[src/rtl/tia_pkg.sv]
// ---------------------------------------------------------------------------
// tia_pkg
// Shared constants and types for the TIA object position counters.
//   NUSIZ_*              number/size codes written to NUSIZx
//   PLAYER_COUNT_PERIOD  position counts per 160-pixel line (4 pixels each)
//   COPY_CLOSE/MED/FAR   counts at which the extra copies start
//   width_t              pixel-width scale selected by a number/size code
// ---------------------------------------------------------------------------
package tia_pkg;

  localparam logic [2:0] NUSIZ_ONE         = 3'b000;
  localparam logic [2:0] NUSIZ_TWO_CLOSE   = 3'b001;
  localparam logic [2:0] NUSIZ_TWO_MED     = 3'b010;
  localparam logic [2:0] NUSIZ_THREE_CLOSE = 3'b011;
  localparam logic [2:0] NUSIZ_TWO_WIDE    = 3'b100;
  localparam logic [2:0] NUSIZ_DOUBLE      = 3'b101;
  localparam logic [2:0] NUSIZ_THREE_MED   = 3'b110;
  localparam logic [2:0] NUSIZ_QUAD        = 3'b111;

  localparam logic [5:0] PLAYER_COUNT_PERIOD = 6'd40;

  localparam logic [5:0] COPY_CLOSE = 6'd4;
  localparam logic [5:0] COPY_MED   = 6'd8;
  localparam logic [5:0] COPY_FAR   = 6'd16;

  typedef enum logic [1:0] {
    WIDTH_1X = 2'd0,
    WIDTH_2X = 2'd1,
    WIDTH_4X = 2'd2
  } width_t;

endpackage

[src/rtl/tia_player_copy_decode.sv]
// ---------------------------------------------------------------------------
// tia_player_copy_decode
// Combinational copy-start decode shared by the player and missile position
// counters.
//   position   in  6  current position count (0..39)
//   nusiz      in  3  number/size code
//   supp       in  1  suppress the main copy (count 0) after a reposition
//   raw_start  out 1  high when a copy starts at this count
//   width_sel  out 2  pixel-width scale for the scan-counter step rate
// ---------------------------------------------------------------------------
module tia_player_copy_decode
  import tia_pkg::*;
(
  input  logic [5:0] position,
  input  logic [2:0] nusiz,
  input  logic       supp,
  output logic       raw_start,
  output width_t     width_sel
);

  logic copy_close;
  logic copy_med;
  logic copy_far;

  // Translate the number/size code into which extra copies exist and how
  // wide each pixel is. The wide-pixel codes only ever draw the main copy.
  always_comb begin
    copy_close = 1'b0;
    copy_med   = 1'b0;
    copy_far   = 1'b0;
    width_sel  = WIDTH_1X;
    case (nusiz)
      NUSIZ_ONE:         ;
      NUSIZ_TWO_CLOSE:   copy_close = 1'b1;
      NUSIZ_TWO_MED:     copy_med   = 1'b1;
      NUSIZ_THREE_CLOSE: begin
        copy_close = 1'b1;
        copy_med   = 1'b1;
      end
      NUSIZ_TWO_WIDE:    copy_far   = 1'b1;
      NUSIZ_DOUBLE:      width_sel  = WIDTH_2X;
      NUSIZ_THREE_MED:   begin
        copy_med = 1'b1;
        copy_far = 1'b1;
      end
      NUSIZ_QUAD:        width_sel  = WIDTH_4X;
      default:           ;
    endcase
  end

  // The main copy at count 0 is held off for the rest of the line in which
  // the object was repositioned; the extra copies are never suppressed.
  always_comb begin
    raw_start = ((position == 6'd0) && !supp)
              || (copy_close && (position == COPY_CLOSE))
              || (copy_med   && (position == COPY_MED))
              || (copy_far   && (position == COPY_FAR));
  end

endmodule

[src/rtl/tia_player_position_counter.sv]
// ---------------------------------------------------------------------------
// tia_player_position_counter
// Horizontal position counter for one TIA player object. Counts enabled
// motion clocks through a 160-pixel line, opens the start_bar window for
// each drawn copy and steps the downstream graphics scan counter.
//   clock      in  1  color clock
//   reset_bar  in  1  asynchronous active-low reset
//   motck      in  1  motion-clock enable (one pixel per asserted cycle)
//   resp       in  1  RESP strobe, moves the object to count 0
//   nusiz      in  3  number/size code
//   start_bar  out 1  low while a copy-start window is open (registered)
//   pck        out 1  scan-counter step pulse (registered)
//   position   out 6  current position count, 0..39
// ---------------------------------------------------------------------------
module tia_player_position_counter
  import tia_pkg::*;
(
  input  logic       clock,
  input  logic       reset_bar,
  input  logic       motck,
  input  logic       resp,
  input  logic [2:0] nusiz,
  output logic       start_bar,
  output logic       pck,
  output logic [5:0] position
);

  localparam logic [5:0] COUNT_LAST = PLAYER_COUNT_PERIOD - 6'd1;

  logic [1:0] phase;
  logic       supp;
  logic       raw_start;
  width_t     width_sel;
  logic       pck_qualify;

  tia_player_copy_decode u_copy_decode (
    .position  (position),
    .nusiz     (nusiz),
    .supp      (supp),
    .raw_start (raw_start),
    .width_sel (width_sel)
  );

  // Wider pixels step the scan counter less often so each graphics bit is
  // held for two or four enabled clocks.
  always_comb begin
    pck_qualify = 1'b1;
    case (width_sel)
      WIDTH_2X: pck_qualify = phase[0];
      WIDTH_4X: pck_qualify = (phase == 2'd3);
      default:  pck_qualify = 1'b1;
    endcase
  end

  // Phase divider, position count and suppress flag. A RESP strobe beats
  // a coincident motion clock, including one that would wrap the line, so
  // the suppress flag survives a RESP landing on the 39->0 wrap.
  always_ff @(posedge clock or negedge reset_bar) begin
    if (!reset_bar) begin
      phase    <= 2'd0;
      position <= 6'd0;
      supp     <= 1'b1;
    end else if (resp) begin
      phase    <= 2'd0;
      position <= 6'd0;
      supp     <= 1'b1;
    end else if (motck) begin
      phase <= phase + 2'd1;
      if (phase == 2'd3) begin
        if (position == COUNT_LAST) begin
          position <= 6'd0;
          supp     <= 1'b0;
        end else begin
          position <= position + 6'd1;
        end
      end
    end
  end

  // Output registers. start_bar trails position by one cycle so a window
  // opened at a count lasts exactly as long as the count is held, and
  // stretches naturally when motck is gated. A RESP cycle is not an
  // enabled clock, so it never produces a scan-counter step.
  always_ff @(posedge clock or negedge reset_bar) begin
    if (!reset_bar) begin
      start_bar <= 1'b1;
      pck       <= 1'b0;
    end else begin
      start_bar <= ~raw_start;
      pck       <= motck & ~resp & pck_qualify;
    end
  end

endmodule

[config.mk]
export PLATFORM = sky130hd
export DESIGN_NAME = tia_player_position_counter
export DESIGN_NICKNAME = d
export VERILOG_FILES = /design/src/rtl/tia_pkg.sv /design/src/rtl/tia_player_copy_decode.sv /design/src/rtl/tia_player_position_counter.sv
export SDC_FILE = /design/constraint.sdc
export NUM_CORES = 1
export LEC_CHECK = 0
export BUFFER_PORTS_ARGS = -buffer_cell sky130_fd_sc_hd__buf_2
export CAP_MARGIN = 20
export CORE_MARGIN = 2
export CORE_UTILIZATION = 30
export CTS_CLUSTER_SIZE = 20
export DETAILED_ROUTE_END_ITERATION = 6
export PLACE_DENSITY = 0.51
export REMOVE_ABC_BUFFERS = 1
export SETUP_SLACK_MARGIN = 0.05
export SLEW_MARGIN = 20
export SYNTH_ARGS = -nofsm -noshare
export SYNTH_HDL_FRONTEND = slang
export SYNTH_SLANG_ARGS = --single-unit
[constraint.sdc]
create_clock -name clock -period 2 [get_ports clock]
set_clock_uncertainty 0.15 [all_clocks]
set_input_delay 0.1 -clock clock [delete_from_list [all_inputs] [get_ports clock]]
set_output_delay 0.1 -clock clock [all_outputs]
set_load 0.02 [all_outputs]
# After elaboration in Yosys (flattened, before gate mapping)
# Index checks and enable logic that the tools add are counted.
[word_totals]
reg_bits = 11
latchBits = 0
ramBits = 0
rom_bits = 0
in_bits = 7
out_inout_bits = 8
word_cells = 57
n_memories = 0
[classes]
addsub = 2
n_mul = 0
div_mod_pow = 0
order_cmp = 0
eq_ne = 14
shifts = 0
mux = 15
bitwise_logic = 4
reduce_logical = 17
[op_table]
columns = ["cell", "n"]
rows = [
  ["$mux W6", 4],
  ["$eq A3 B3 Y1 const B", 4],
  ["$mux W1", 7],
  ["$add A6 B1 Y6 const B", 1],
  ["$eq A3 B2 Y1 const B", 2],
  ["$eq A6 B3 Y1 const B", 1],
  ["$eq A6 B4 Y1 const B", 1],
  ["$eq A6 B5 Y1 const B", 1],
  ["$eq A6 B6 Y1 const B", 1],
  ["$logic_not A6 Y1", 1],
  ["$reduce_bool A2 Y1", 3],
  ["$eq A2 B2 Y1 const B", 2],
  ["$logic_and A1 B1 Y1", 4],
  ["$mux W2", 2],
  ["$pmux W2 S2", 1],
  ["$reduce_or A2 Y1", 2],
  ["$eq A3 B1 Y1 const B", 1],
  ["$logic_or A1 B1 Y1", 3],
  ["$reduce_and A3 Y1", 1],
  ["$reduce_or A3 Y1", 1],
  ["$add A2 B1 Y2 const B", 1],
  ["$and A1 B1 Y1", 2],
  ["$eq A2 B1 Y1 const B", 1],
  ["$not A1 Y1", 2],
  ["3 further kinds", 3],
]

# Longest topological paths before layout
# Gate-level depths: netlist (run 1).
[depth]
depth_word = 8
mapped_depth = 4

# Modules after synthesis
# From an unflattened synthesis (run 1), not the netlist that was laid out.
[hier_totals]
hier_cells = 64
hier_area_um2 = 638.1
[modules_own_cells]
columns = ["mod", "n_inst", "cells_each", "area_each_um2", "seq_area_each_um2"]
rows = [
  ["tia_player_position_counter", 1, 53, 554.3, 277.8],
  ["tia_player_copy_decode", 1, 11, 83.8, 0.0],
]

# Least setup slack after synthesis (run 1)
# Ideal clock, no wire load.
[synth_timing]
kind = "register to register"
from = "register position[2]"
to = "register position[5]"
setup_time_ns = 0.083
arrival_time_ns = 1.287
required_time_ns = 1.767
slack_ns = 0.481
stages_incl_launch_ff = 5
synth_period_minus_slack_ns = 1.519
cell_sequence = "dfrtp_1 and3_4 nand3_2 or4_1 o21ai_0"
[synth_between]
elab_chain_len = 5
[synth_rtl]
columns = ["element", "line", "text"]
rows = [
  ["start, declared", "tia_player_position_counter.sv:25", "output logic [5:0] position"],
  ["start signal, assigned", "tia_player_position_counter.sv:74", "position <= position + 6'd1;"],
  ["$add A6 B1 Y6 or $eq A6 B6 Y1 (tied branches)", "tia_player_position_counter.sv:74, tia_player_position_counter.sv:70", ""],
  ["$mux W6 (*)", "tia_player_position_counter.sv:70", "if (position == COUNT_LAST) begin"],
  ["$mux W6 (*)", "tia_player_position_counter.sv:69", "if (phase == 2'd3) begin"],
  ["$mux W6 (*)", "tia_player_position_counter.sv:67", "end else if (motck) begin"],
  ["$mux W6 (*)", "tia_player_position_counter.sv:63", "end else if (resp) begin"],
]
# Every way passes the cells marked *; elsewhere a longest branch is shown, timed or not. The select of a mux whose other input is x is not followed.
# A chain may end at the register's enable or synchronous reset.

# Final worst setup path (run 1)
[layout_timing]
from = "register phase[0]"
to = "register pck"
[layout_between]
elab_chain_len = 3
[layout_rtl]
columns = ["element", "line", "text"]
rows = [
  ["start, declared", "tia_player_position_counter.sv:30", "logic [1:0] phase;"],
  ["start signal, assigned", "tia_player_position_counter.sv:68", "phase <= phase + 2'd1;"],
  ["$eq A2 B2 Y1", "tia_player_position_counter.sv:50", "WIDTH_4X: pck_qualify = (phase == 2'd3);"],
  ["$pmux W1 S2 (*)", "tia_player_position_counter.sv:48", "case (width_sel)"],
  ["$and A1 B1 Y1 (*)", "tia_player_position_counter.sv:90", "pck <= motck & ~resp & pck_qualify;"],
  ["end signal, assigned", "tia_player_position_counter.sv:90", ""],
  ["end, declared", "tia_player_position_counter.sv:24", "output logic pck,"],
]
# Every way passes the cells marked *; elsewhere a longest branch is shown, timed or not.

==> impl_metrics.py, run 1 <==
metrics = {
    "outcome": {
        "status": "finished, final reports clean",
    },
    "yosys": {
        "syn_area_um2": 591,
        "synth.area.top_cells": "dfrtp_1 38%, dfstp_2 8.9%, ha_1 6.4%, nand2_1 4.4%, o21ai_0 4.2%",
        "yosysSeqAreaShare": 0.470,
        "synth_area_leader_cell": "dfrtp_1",
        "synth_top_cell_area_share": 0.381,
        "yosysUniqueCellTypes": 27,
        "synth_warnings": 0,
        "synth_seq_cells": 11,
        "avgSynthCellArea_um2": 9.68,
        "syn-instance-count": 61,
    },
    "critical_path": {
        "worstPathArrival_ns": 1.86,
        "start_kind": "register",
        "worstSetupPathType": "reg -> reg",
        "crit_fanout": 6,
        "critPathCaptureType": "register",
        "critical_path_required_ns": 2.05,
    },
    "die": {
        "ios": 15,
        "die_h_um": 48.4,
        "die_w_um": 48.4,
        "placementRows": 16,
        "start_util": 0.311,
        "die_area_um2": 2340,
        "coreArea_um2": 1900,
    },
    "power_and_ir_drop": {
        "p_sw_w": 0.000114,
        "ir_drop_v": 0.000158,
        "swShare": 0.254,
        "clock_power_share": 0.337,
        "power_frac_comb": 0.134,
        "p_int_w": 0.000335,
        "share_seq_of_total_power": 0.529,
        "total_power_w": 0.000449,
        "power_density_nw_per_um2": 589,
        "leakage_nw": 0.350,
    },
    "place": {
        "hpwl_um": 917,
        "io_buffers": 14,
        "globalplace.congestion": 0.767,
        "post-place-cells": 100,
        "placed_area_um2": 686,
    },
    "clock_tree": {
        "cts_setup_buffers": 0,
        "clkLatencyLatePin_ns": 0.27,
        "clkTransAtPathRegs_ns": 0.07,
        "clock-root-buffer": "clkbuf_4",
        "cts_max_path_buffers": 2,
        "numCtsBuffers": 3,
        "cts_tree": "built",
        "cts_sinks": 11,
        "htree_levels": 1,
    },
    "routing": {
        "ant_nets": 0,
        "viasPerCell": 4.75,
        "wl_um": 1280,
        "drt_iter0_drc": 11,
        "dr.pass1.iters": 4,
        "drc": 0,
        "via_count": 518,
        "wl_per_cell_um": 11.8,
    },
    "sta": {
        "slew_headroom": 0.762,
        "maxSlewViolCount": 0,
        "tns_ns": 0,
        "setup-violations-final": 0,
        "period_share": 0.904,
        "finalHoldViolations": 0,
        "clock.fmax_ghz": 0.553,
        "period_needed_ns": 1.81,
        "rsz0062_at_grt": "false",
        "whs_ns": 0.0183,
        "worst_pin_slew_ns": 0.352,
    },
    "global_routing": {
        "grt_pass1_wl_um": 2200,
        "antenna_found_initial": 0,
        "grt_usage": 0.124,
        "overflow": 0,
        "grt_pass1_vias": 504,
        "grt_max_degree": 12,
    },
    "layout": {
        "drive_gt1_frac": 0.256,
        "final_nets": 93,
        "finalNonFillerCells": 109,
        "stdcell_area_um2": 762,
        "nFillCells": 196,
        "areaGrowthSynthToFinish_pct": 29.0,
        "n_antenna_cell": 0,
    },
    "hold_path": {
        "hold_class": "in -> reg",
    },
    "flow_run": {
        "cap_violations": 0,
    },
}
==> synth_stat cells <==
library cell  n
or4_1         1
nor2_1        4
a311oi_1      1
o31ai_1       1
ha_1          3
dfrtp_1       9
dfstp_2       2
and3_4        1
nand2b_1      2
o2111ai_1     1
nand3b_1      1
clkbuf_1      1
mux2i_1       2
a221oi_1      1
nand3_2       1
inv_1         5
nand2_1       7
xnor2_1       1
nor4bb_1      1
or3_1         1
a21oi_1       4
buf_2         1
nand3_1       2
a31oi_1       1
xor2_1        1
o21ai_0       5
a41oi_1       1
==> cells by family (layout without fill, tap and decap cells) <==
kind of cell	after synthesis	count (layout)	share of synthesized area
simple gates	21	21	0.197
fa+ha+maj	3	3	0.0636
xor+xnor	2	2	0.0297
buf+inv	7	28	0.0466
flops	11	11	0.470
compound gates	15	15	0.159
mux	2	2	0.0339
==> placed cells by master (no fill, tap or decap), drive strengths merged <==
| cell type | n |
|---|---|
| o21ai | 5 |
| a221oi | 1 |
| nand2b | 2 |
| or3 | 1 |
| dlygate4sd3 | 5 |
| dfstp | 2 |
| nor4bb | 1 |
| dfrtp | 9 |
| clkbuf | 4 |
| a31oi | 1 |
| a311oi | 1 |
| or4 | 1 |
| inv | 5 |
| xnor2 | 1 |
| a21oi | 4 |
| and3 | 1 |
| o31ai | 1 |
| a41oi | 1 |
| o2111ai | 1 |
| nand3b | 1 |
| ha | 3 |
| mux2i | 2 |
| nand3 | 3 |
| xor2 | 1 |
| buf | 14 |
| nand2 | 7 |
| nor2 | 4 |
==> flip-flops by register name (all words and copies together) (netlist names) <==
name / count
start_bar: 1
pck: 1
position: 6
supp: 1
phase: 2
==> path summary, 6_finish.rpt <==
| kind | from | end | slack, ns | depth (start not counted) |
|---|---|---|---|---|
| max in group asynchronous | reset_bar | supp | 1.37 | 2 |
| hold reg to reg | supp | supp | 0.35 | 2 |
| min in group asynchronous | reset_bar | position[3] | 0.07 | 2 |
| setup reg to reg | phase[0] | pck | 0.19 | 4 |
| setup / recovery | phase[0] | pck | 0.19 | 4 |
| hold / removal | motck | position[1] | 0.02 | 3 |
==> layout make-up <==
class	instances	area, um^2	share of cell area
Clock buffer	4	26.3	0.0345
Sequential cell	11	278	0.365
Multi-Input combinational cell	43	285	0.374
Timing Repair Buffer	19	120	0.158
Tap cell	27	33.8	0.0443
Inverter	5	18.8	0.0246
==> stage by stage <==
| step | setup WS (ns) | util |
|---|---|---|
| 2_1_floorplan | 0.481 | - |
| 6_report | 0.192 | 0.401 |
| 3_3_place_gp | 0.478 | 0.361 |
| 4_1_cts | 0.170 | 0.401 |
| 3_5_place_dp | 0.463 | 0.361 |
| 5_1_grt | 0.0747 | 0.401 |
==> critical path, stage by stage, from the launching register on <==
cell           delay, ns
dfrtp_1             0.39
ha_1                0.29
mux2i_1             0.11
a311oi_1            0.25
dlygate4sd3_1       0.57
==> power by group through the flow <==
stage	sequential [W]	combinational, W	clock, W
floorplan	0.000246	0.0000228	0
global placement	0.000242	0.0000538	0
detailed placement	0.000242	0.0000538	0
CTS	0.000237	0.0000615	0.000160
global route	0.000239	0.0000683	0.000174
finish	0.000237	0.0000602	0.000151
==> per-layer routing <==
layer  share of wire  track usage  vias to the layer above
met3           0.033       0.0216                        2
met2            0.49        0.183                       16
met4           0.012        0.114                        0
met1            0.46        0.153                      240
li1                -            -                      260
met5               0            0                        -
==> repair_timing <==
| item | in CTS | in global routing |
|---|---|---|
| hold buffers | 5 | 0 |
| hold endpoints to repair | 18 | 0 |
| gates resized for setup | 0 | 0 |
No activity file was read; power rests on OpenSTA's default activity.
==> run 2: changes to the inputs <==
- CORE_AREA: unset -> 2 2 39 41
- CORE_MARGIN: 2 -> unset
- CORE_UTILIZATION: 30 -> unset
- DIE_AREA: unset -> 0 0 41 43
- PLACE_DENSITY: 0.51 -> 0.77
==> run 2 against run 1 <==
Clock power barely moved. Clock-buffer cell count stayed put. Combinational power fell by 2%. Fmax increased by 2.6%. First-iteration DRC count did not move. Non-clock buffer count fell by 1. Global-route usage rose by 4.3 points. Register-to-register slack better by 0.05 ns. Highest routed layer unchanged.
==> impl_metrics.py, run 2 (synthesis gave the netlist of run 1 again) <==
metrics = {
    "global_routing": {
        "grt_usage": 0.167,
        "grt_pass1_wl_um": 1970,
        "overflow": 0,
        "antenna_found_initial": 0,
        "grt_max_degree": 12,
        "grt_pass1_vias": 484,
    },
    "layout": {
        "final_nets": 92,
        "top_register": "position",
        "top_regs": "position: 6 flops, phase: 2 flops",
        "multi_input_area_um2": 285,
        "areaGrowthSynthToFinish_pct": 25.0,
        "nFillCells": 127,
        "largest_register_ffs": 6,
        "n_antenna_cell": 0,
        "finalNonFillerCells": 97,
        "seqCellArea_um2": 278,
        "layout_commonest_cell": "buf_2",
        "drive_gt1_frac": 0.259,
        "most-common-layout-cells": "14 x buf_2, 9 x dfrtp_1, 7 x nand2_1",
    },
    "sta": {
        "worst_pin_slew_ns": 0.341,
        "maxSlewViolCount": 0,
        "rsz0062_at_grt": "false",
        "setup-violations-final": 0,
        "finalHoldViolations": 0,
        "period_needed_ns": 1.76,
        "whs_ns": 0.0147,
        "tns_ns": 0,
        "clock.fmax_ghz": 0.567,
        "slew_headroom": 0.770,
        "period_share": 0.881,
    },
    "flow_run": {
        "cap_violations": 0,
    },
    "critical_path": {
        "critical_path_required_ns": 2.06,
        "start_kind": "register",
        "crit_fanout": 6,
        "cp_num_buf_inv": 1,
        "worstPathArrival_ns": 1.82,
        "cpMaxStageDelayCell": "dlygate4sd3_1",
        "critPathCaptureType": "register",
        "slowest_delay_ns": 0.57,
        "worstSetupPathType": "reg -> reg",
        "crit_chain": "ha_1 > mux2i_1 > a311oi_1 > dlygate4sd3_1",
        "path_delay_family": "buffers and inverters",
        "r2r_slack_ns": 0.24,
    },
    "die": {
        "start_util": 0.427,
        "placementRows": 14,
        "ios": 15,
        "die_area_um2": 1760,
        "die_h_um": 43,
        "coreArea_um2": 1380,
        "die_w_um": 41,
    },
    "place": {
        "io_buffers": 14,
        "hpwl_um": 884,
        "post-place-cells": 89,
        "globalplace.congestion": 0.844,
    },
    "power_and_ir_drop": {
        "ir_drop_v": 0.000319,
        "leakage_nw": 0.346,
        "power_density_nw_per_um2": 605,
    },
    "clock_tree": {
        "htree_levels": 1,
        "cts_tree": "built",
        "clkTransAtPathRegs_ns": 0.07,
        "cts_sinks": 11,
        "clkLatencyLatePin_ns": 0.26,
        "ctsResizeCount": 0,
        "cts_max_path_buffers": 2,
        "clock-root-buffer": "clkbuf_4",
        "cts_setup_buffers": 0,
        "numCtsBuffers": 3,
    },
    "routing": {
        "drc": 0,
        "viasPerCell": 5.37,
        "dr.pass1.iters": 4,
        "via_count": 521,
        "wl_um": 1220,
        "ant_nets": 0,
        "wl_per_cell_um": 12.5,
        "drt_iter0_drc": 11,
    },
    "outcome": {
        "status": "finished, final reports clean",
    },
    "hold_path": {
        "hold_class": "in -> reg",
    },
}
[run 2: changes by cell type in the layout (fill, tap and decap cells not counted), sizes merged]
cell,before,now
dlygate4sd3,5,4
[run 2: layout make-up]
cell class | instances | share of cell area
Clock buffer | 4 | 0.0356
Inverter | 5 | 0.0254
Multi-Input combinational cell | 43 | 0.386
Sequential cell | 11 | 0.376
Tap cell | 16 | 0.0271
Timing Repair Buffer | 18 | 0.149
[run 2: what timing repair did]
action	4_1_cts	5_1_grt
hold endpoints to repair	18	0
hold buffers	4	0
endpoints found under the setup margin	0	0
[run 2: tightest hold or removal path, delay by kind of cell]
kind	cells	cell delay [ns]
and+or+nand+nor	1	0.08
AOI/OAI and AO/OA	1	0.06
buffers and inverters	1	0.15
[run 2: final timing paths]
path                                start     endpoint  depth (start not counted)
worst max register to register   phase[0]          pck                          4
worst min register to register       supp         supp                          2
max in group asynchronous       reset_bar         supp                          2
worst max-delay path             phase[0]          pck                          4
min in group asynchronous       reset_bar  position[2]                          2
worst min-delay path                motck  position[1]                          3
[run 2: where the power goes]
part | internal [W] | switching, W | total (W)
logic | 0.0000262 | 0.0000327 | 0.0000588
clock network | 0.0000772 | 0.0000734 | 0.000151
registers | 0.000231 | 0.00000678 | 0.000237
total | 0.000334 | 0.000113 | 0.000447
[run 2: metrics by stage]
step	setup WS (ns)	utilization	instance area (um^2)	power [W]
after global placement	0.526	0.486	672	0.000293
after detailed placement	0.448	0.486	672	0.000295
after floorplan	0.481	-	582	0.000269
after global routing	0.174	0.533	738	0.000473
final	0.237	0.533	738	0.000447
after CTS	0.227	0.533	738	0.000456
[run 2: layer usage]
metal | global-route usage | share of wire
met4 | 0.120 | 0.018
met1 | 0.185 | 0.43
met2 | 0.266 | 0.51
met5 | 0 | 0
met3 | 0.0314 | 0.041
